<file path="src/rtl/adder_pkg.sv">
// Shared helpers for the pipelined ripple adder/subtractor.
// Slice width derivation and parameter legality.
package adder_pkg;

  function automatic int chunk_of(int width, int stages);
    return width / stages;
  endfunction

  function automatic bit legal_cfg(int width, int stages);
    return (stages >= 1) && (width >= 2) &&
           (width % stages == 0);
  endfunction

endpackage

</file>
<file path="src/rtl/adder_slice.sv">
// Combinational CHUNK-bit ripple-carry slice.
// c_msb is the carry into the slice MSB (overflow detection).
module adder_slice #(
  parameter int CHUNK = 4
) (
  input  logic [CHUNK-1:0] a,
  input  logic [CHUNK-1:0] b,
  input  logic             cin,
  output logic [CHUNK-1:0] s,
  output logic             cout,
  output logic             c_msb
);

  always_comb begin
    logic c;
    c     = cin;
    c_msb = cin;
    s     = '0;
    for (int i = 0; i < CHUNK; i++) begin
      if (i == CHUNK - 1) c_msb = c;
      s[i] = a[i] ^ b[i] ^ c;
      c    = (a[i] & b[i]) | (c & (a[i] ^ b[i]));
    end
    cout = c;
  end

endmodule

</file>
<file path="src/rtl/adder_pipe_nbit.sv">
// Pipelined ripple adder/subtractor, one CHUNK slice per stage.
// Global stall: every stage advances together or holds.
module adder_pipe_nbit
  import adder_pkg::*;
#(
  parameter int WIDTH  = 16,
  parameter int STAGES = 4
) (
  input  logic             Clk,
  input  logic             Rst_n,
  input  logic             In_valid,
  output logic             In_ready,
  input  logic [WIDTH-1:0] A,
  input  logic [WIDTH-1:0] B,
  input  logic             Cin,
  input  logic             Sub,
  output logic             Out_valid,
  input  logic             Out_ready,
  output logic [WIDTH-1:0] S,
  output logic             Cout,
  output logic             V,
  output logic             Z
);

  localparam int CHUNK = chunk_of(WIDTH, STAGES);
  localparam int LAST  = STAGES - 1;

  if (!legal_cfg(WIDTH, STAGES)) begin : g_bad_cfg
    $error("adder_pipe_nbit: illegal WIDTH/STAGES");
  end

  // x_q holds finished low sum bits below pending upper A bits
  logic             v_q [STAGES];
  logic [WIDTH-1:0] x_q [STAGES];
  logic [WIDTH-1:0] b_q [STAGES];
  logic             c_q [STAGES];
  logic             ov_q;
  logic             z_q;

  logic [WIDTH-1:0] px [STAGES];
  logic [WIDTH-1:0] pb [STAGES];
  logic             pc [STAGES];
  logic [WIDTH-1:0] nx [STAGES];
  logic [CHUNK-1:0] ss [STAGES];
  logic             sc [STAGES];
  logic             sm [STAGES];

  logic advance;

  assign advance   = !Out_valid | Out_ready;
  assign In_ready  = advance;
  assign Out_valid = v_q[LAST];
  assign S         = x_q[LAST];
  assign Cout      = c_q[LAST];
  assign V         = ov_q;
  assign Z         = z_q;

  always_comb begin
    px[0] = A;
    pb[0] = B ^ {WIDTH{Sub}};
    pc[0] = Cin ^ Sub;
    for (int k = 1; k < STAGES; k++) begin
      px[k] = x_q[k-1];
      pb[k] = b_q[k-1];
      pc[k] = c_q[k-1];
    end
  end

  for (genvar k = 0; k < STAGES; k++) begin : g_st
    adder_slice #(.CHUNK(CHUNK)) u_slice (
      .a     (px[k][k*CHUNK +: CHUNK]),
      .b     (pb[k][k*CHUNK +: CHUNK]),
      .cin   (pc[k]),
      .s     (ss[k]),
      .cout  (sc[k]),
      .c_msb (sm[k])
    );
  end

  always_comb begin
    for (int k = 0; k < STAGES; k++) begin
      nx[k] = px[k];
      nx[k][k*CHUNK +: CHUNK] = ss[k];
    end
  end

  always_ff @(posedge Clk or negedge Rst_n) begin
    if (!Rst_n) begin
      for (int k = 0; k < STAGES; k++) begin
        v_q[k] <= 1'b0;
        x_q[k] <= '0;
        b_q[k] <= '0;
        c_q[k] <= 1'b0;
      end
      ov_q <= 1'b0;
      z_q  <= 1'b0;
    end else if (advance) begin
      v_q[0] <= In_valid;
      for (int k = 1; k < STAGES; k++) begin
        v_q[k] <= v_q[k-1];
      end
      for (int k = 0; k < STAGES; k++) begin
        x_q[k] <= nx[k];
        b_q[k] <= pb[k];
        c_q[k] <= sc[k];
      end
      ov_q <= sm[LAST] ^ sc[LAST];
      z_q  <= (nx[LAST] == '0);
    end
  end

endmodule

</file>
<file path="config.mk">
export PLATFORM = sky130hd
export DESIGN_NAME = adder_pipe_nbit
export DESIGN_NICKNAME = d
export VERILOG_FILES = /design/src/rtl/adder_pkg.sv /design/src/rtl/adder_slice.sv /design/src/rtl/adder_pipe_nbit.sv
export SDC_FILE = /design/constraint.sdc
export NUM_CORES = 1
export LEC_CHECK = 0
export ABC_AREA = 1
export BUFFER_PORTS_ARGS = -buffer_cell sky130_fd_sc_hd__buf_2
export CAP_MARGIN = 15
export CORE_ASPECT_RATIO = 1.4
export CORE_MARGIN = 2
export CORE_UTILIZATION = 45
export CTS_CLUSTER_DIAMETER = 80
export DETAILED_ROUTE_END_ITERATION = 10
export PLACE_DENSITY_LB_ADDON = 0.12
export SLEW_MARGIN = 20
export SYNTH_ARGS = -nofsm -noshare
export SYNTH_HDL_FRONTEND = slang
export SYNTH_SLANG_ARGS = --single-unit
</file>
<file path="constraint.sdc">
create_clock -name Clk -period 2.51 [get_ports Clk]
set_input_delay 0.251 -clock Clk [delete_from_list [all_inputs] [get_ports Clk]]
set_output_delay 0.251 -clock Clk [all_outputs]
set_load 0.02 [all_outputs]
</file>
==> results.ini <==
[synthesis]
yosys-top-cells-count=nand2_1 (189), dfrtp_1 (98), inv_1 (37), o21ai_0 (33), fa_1 (16)
synthArstFlopShare_pct=100.0
syn-cell-area_sq_um=4330
yosys_warnings=0
ys_ff_latch=98
yosysSeqAreaShare_pct=56.63
avgSynthCellArea_sq_um=9.688
ys_types=18
synthMostInstantiatedCell=nand2_1
synthDominantCellAreaShare_pct=56.63
syn-num-nets=501
yosys-top-cells-area=dfrtp_1 (57%), nand2_1 (16%), fa_1 (7.4%), o21ai_0 (3.8%), inv_1 (3.2%)
yosysTopAreaCell=dfrtp_1
netlist_instances=447
synthFlopType=dfrtp_1
synth_edf_count=0

[cts]
cts_buffer_depth=2
cts_tree=done
htreeDepth=3
cts.sinks=98
clk_pin_slew_ps=60
postCtsSetupRepairBufs=0
numCtsBuffers=9
clock_latency_ps=340
root_buffer=clkbuf_16

[worst_setup_path]
critPathCaptureType=flip-flop
critPathArrivalTime_ps=2570
cp.buffers_inverters=3
cp-start-kind=flip-flop
worstPathCellList=inv_1 -> fa_1 -> inv_1 -> fa_2 -> fa_2 -> inv_1 -> fa_1 -> nand3_1 -> nor2_1 -> nand3_1 -> nand2_1
cp_data_required_time_ps=2740
max_stage_delay_ps=430
slowest_stage=fa_1
path_common_cell=inv_1
crit_family=adder cells
cp_max_fo=2
path_class=reg -> reg

[sta]
setup_violations=0
fmax_mhz=427.3
rsz0062_at_grt=false
fin_crit_ps=2340
worst_pin_slew_ps=587.4
min_period_over_period_pct=93.24
final_max_slew_viol_count=0
finClkSkew_ps=5.929
final-hold-violation-count=0
slew_headroom_pct=60.84
final.setup.tns_ps=0

[global_route]
grt_remaining_overflow=0
grt_antenna_before_repair=0
grt_usage_pct=16.45
grt_pass1_vias=2833
grt_pass1_wl_microns=13300
grt_max_degree=113

[layout]
seqCellArea_sq_um=2452
syn_to_final_growth_pct=13.93
nNetsFinal=552
post-route-cell-area_sq_um=4933
multi_input_area_sq_um=1540
layout-drive-gt1-share_pct=17.93
num-fill-cells=883
diodes=0

[drt]
drt_iter0_drc=175
vias_per_cell=4.596
drt_first_pass_iters=4
wl_per_cell_microns=12.45
drc_errors=0
drt_wl_total_microns=7622
vias=2813
final_antenna_net_count=0

[hold_path]
hold_path.class=in -> reg

[floorplan]
dieArea_sq_um=10430
die_w_microns=86.91
dieHeight_microns=120.1
num_io_pins=59
rows=42
coreArea_sq_um=9407
initial_core_util_pct=46.04

[place]
io_buffers=58
hpwl_microns=5128
place_congestion=0.7239
dpl-instance-area_sq_um=4628

[pwr]
power_leakage_nw=2.528
p_per_area_nw_per_um2=1226
max-vdd-ir-drop_uv=393.5

[outcome]
status=finished clean

[job]
cap_violations=0

==> kinds of logic after synthesis <==
kind of cell / Yosys count / share of synthesized area (%)
and+or+nand+nor: 203 / 17.83
adders and majority gates: 16 / 7.397
DFF: 98 / 56.63
xor gates and xnor gates: 18 / 3.641
AOI/OAI and AO/OA: 51 / 6.588
buffers and inverters: 61 / 7.916
==> report_power, final <==
part	internal [mW]	switching [mW]	total [mW]	leakage (nW)
clock	0.771	0.542	1.31	0.147
sequential	2.27	0.373	2.65	1.19
combinational	0.773	1.32	2.09	1.19
==> timing repair <==
item	4_1_cts	5_1_grt
hold buffers	1	0
endpoints found under the hold margin	45	0
gates resized for setup	0	3
setup endpoints to repair	0	1
==> stage by stage <==
stage | hold WS, ps | power [mW] | std cells | worst slack, ps | util (%)
after floorplan | -44.59 | 4.225 | 447 | 190.9 | -
after global placement | 304.2 | 4.734 | 596 | 127.2 | 49.20
after detailed placement | 303.7 | 4.813 | 596 | 49.66 | 49.20
after CTS | 96.02 | 6.156 | 612 | 4.413 | 52.39
after global routing | 116.0 | 6.590 | 612 | 7.277 | 52.45
final | 106.7 | 6.050 | 612 | 169.7 | 52.45
==> layout by cell type, fill, tap and decap left out, types with 3 or more instances in the layout <==
master	instances
o21ai_0	33
buf_12	3
inv_1	36
o21ai_2	8
nand2_1	189
nor2_1	11
buf_2	57
fa_1	14
clkbuf_8	4
o21ai_1	10
xnor2_1	15
clkbuf_16	9
xor2_1	3
dfrtp_1	98
==> per-layer routing <==
| metal | routed length [microns] | GRT usage [%] | vias up |
|---|---|---|---|
| met1 | 3493 | 21.49 | 1303 |
| met2 | 3707 | 26.15 | 49 |
| met4 | 154 | 7.910 | 0 |
| met3 | 267 | 3.095 | 11 |
| met5 | 0 | 0 | - |
| li1 | - | - | 1450 |
==> state kept, by name, indices dropped and copies added (netlist names) <==
signal,flops
nx,36
V,1
b_q,24
c_q,3
S,16
v_q,3
Z,1
Out_valid,1
Cout,1
px,12
==> final timing paths <==
| check | from | endpoint | slack (ps) | cells after the start |
|---|---|---|---|---|
| max in group asynchronous | Rst_n | v_q[3] | 1360 | 3 |
| hold / removal | A[10] | nx[42] | 110 | 3 |
| min in group asynchronous | Rst_n | nx[28] | 460 | 2 |
| setup / recovery | c_q[1] | Z | 170 | 11 |
| setup reg to reg | c_q[1] | Z | 170 | 11 |
| hold reg to reg | S[8] | S[8] | 470 | 2 |
==> worst min-delay path, delay by kind of cell <==
kind | cells | cell delay (ps)
buffers and inverters | 1 | 80
AND/OR/NAND/NOR | 2 | 80
==> area by class of cell <==
| type | count | area share, % |
|---|---|---|
| Clock buffer | 13 | 5.681 |
| Multi-Input combinational cell | 288 | 31.22 |
| Sequential cell | 98 | 49.71 |
| Inverter | 38 | 2.891 |
| Timing Repair Buffer | 63 | 7.507 |
| Clock inverter | 2 | 0.2029 |
| Tap cell | 110 | 2.790 |
(Power assumes the default switching activity.)
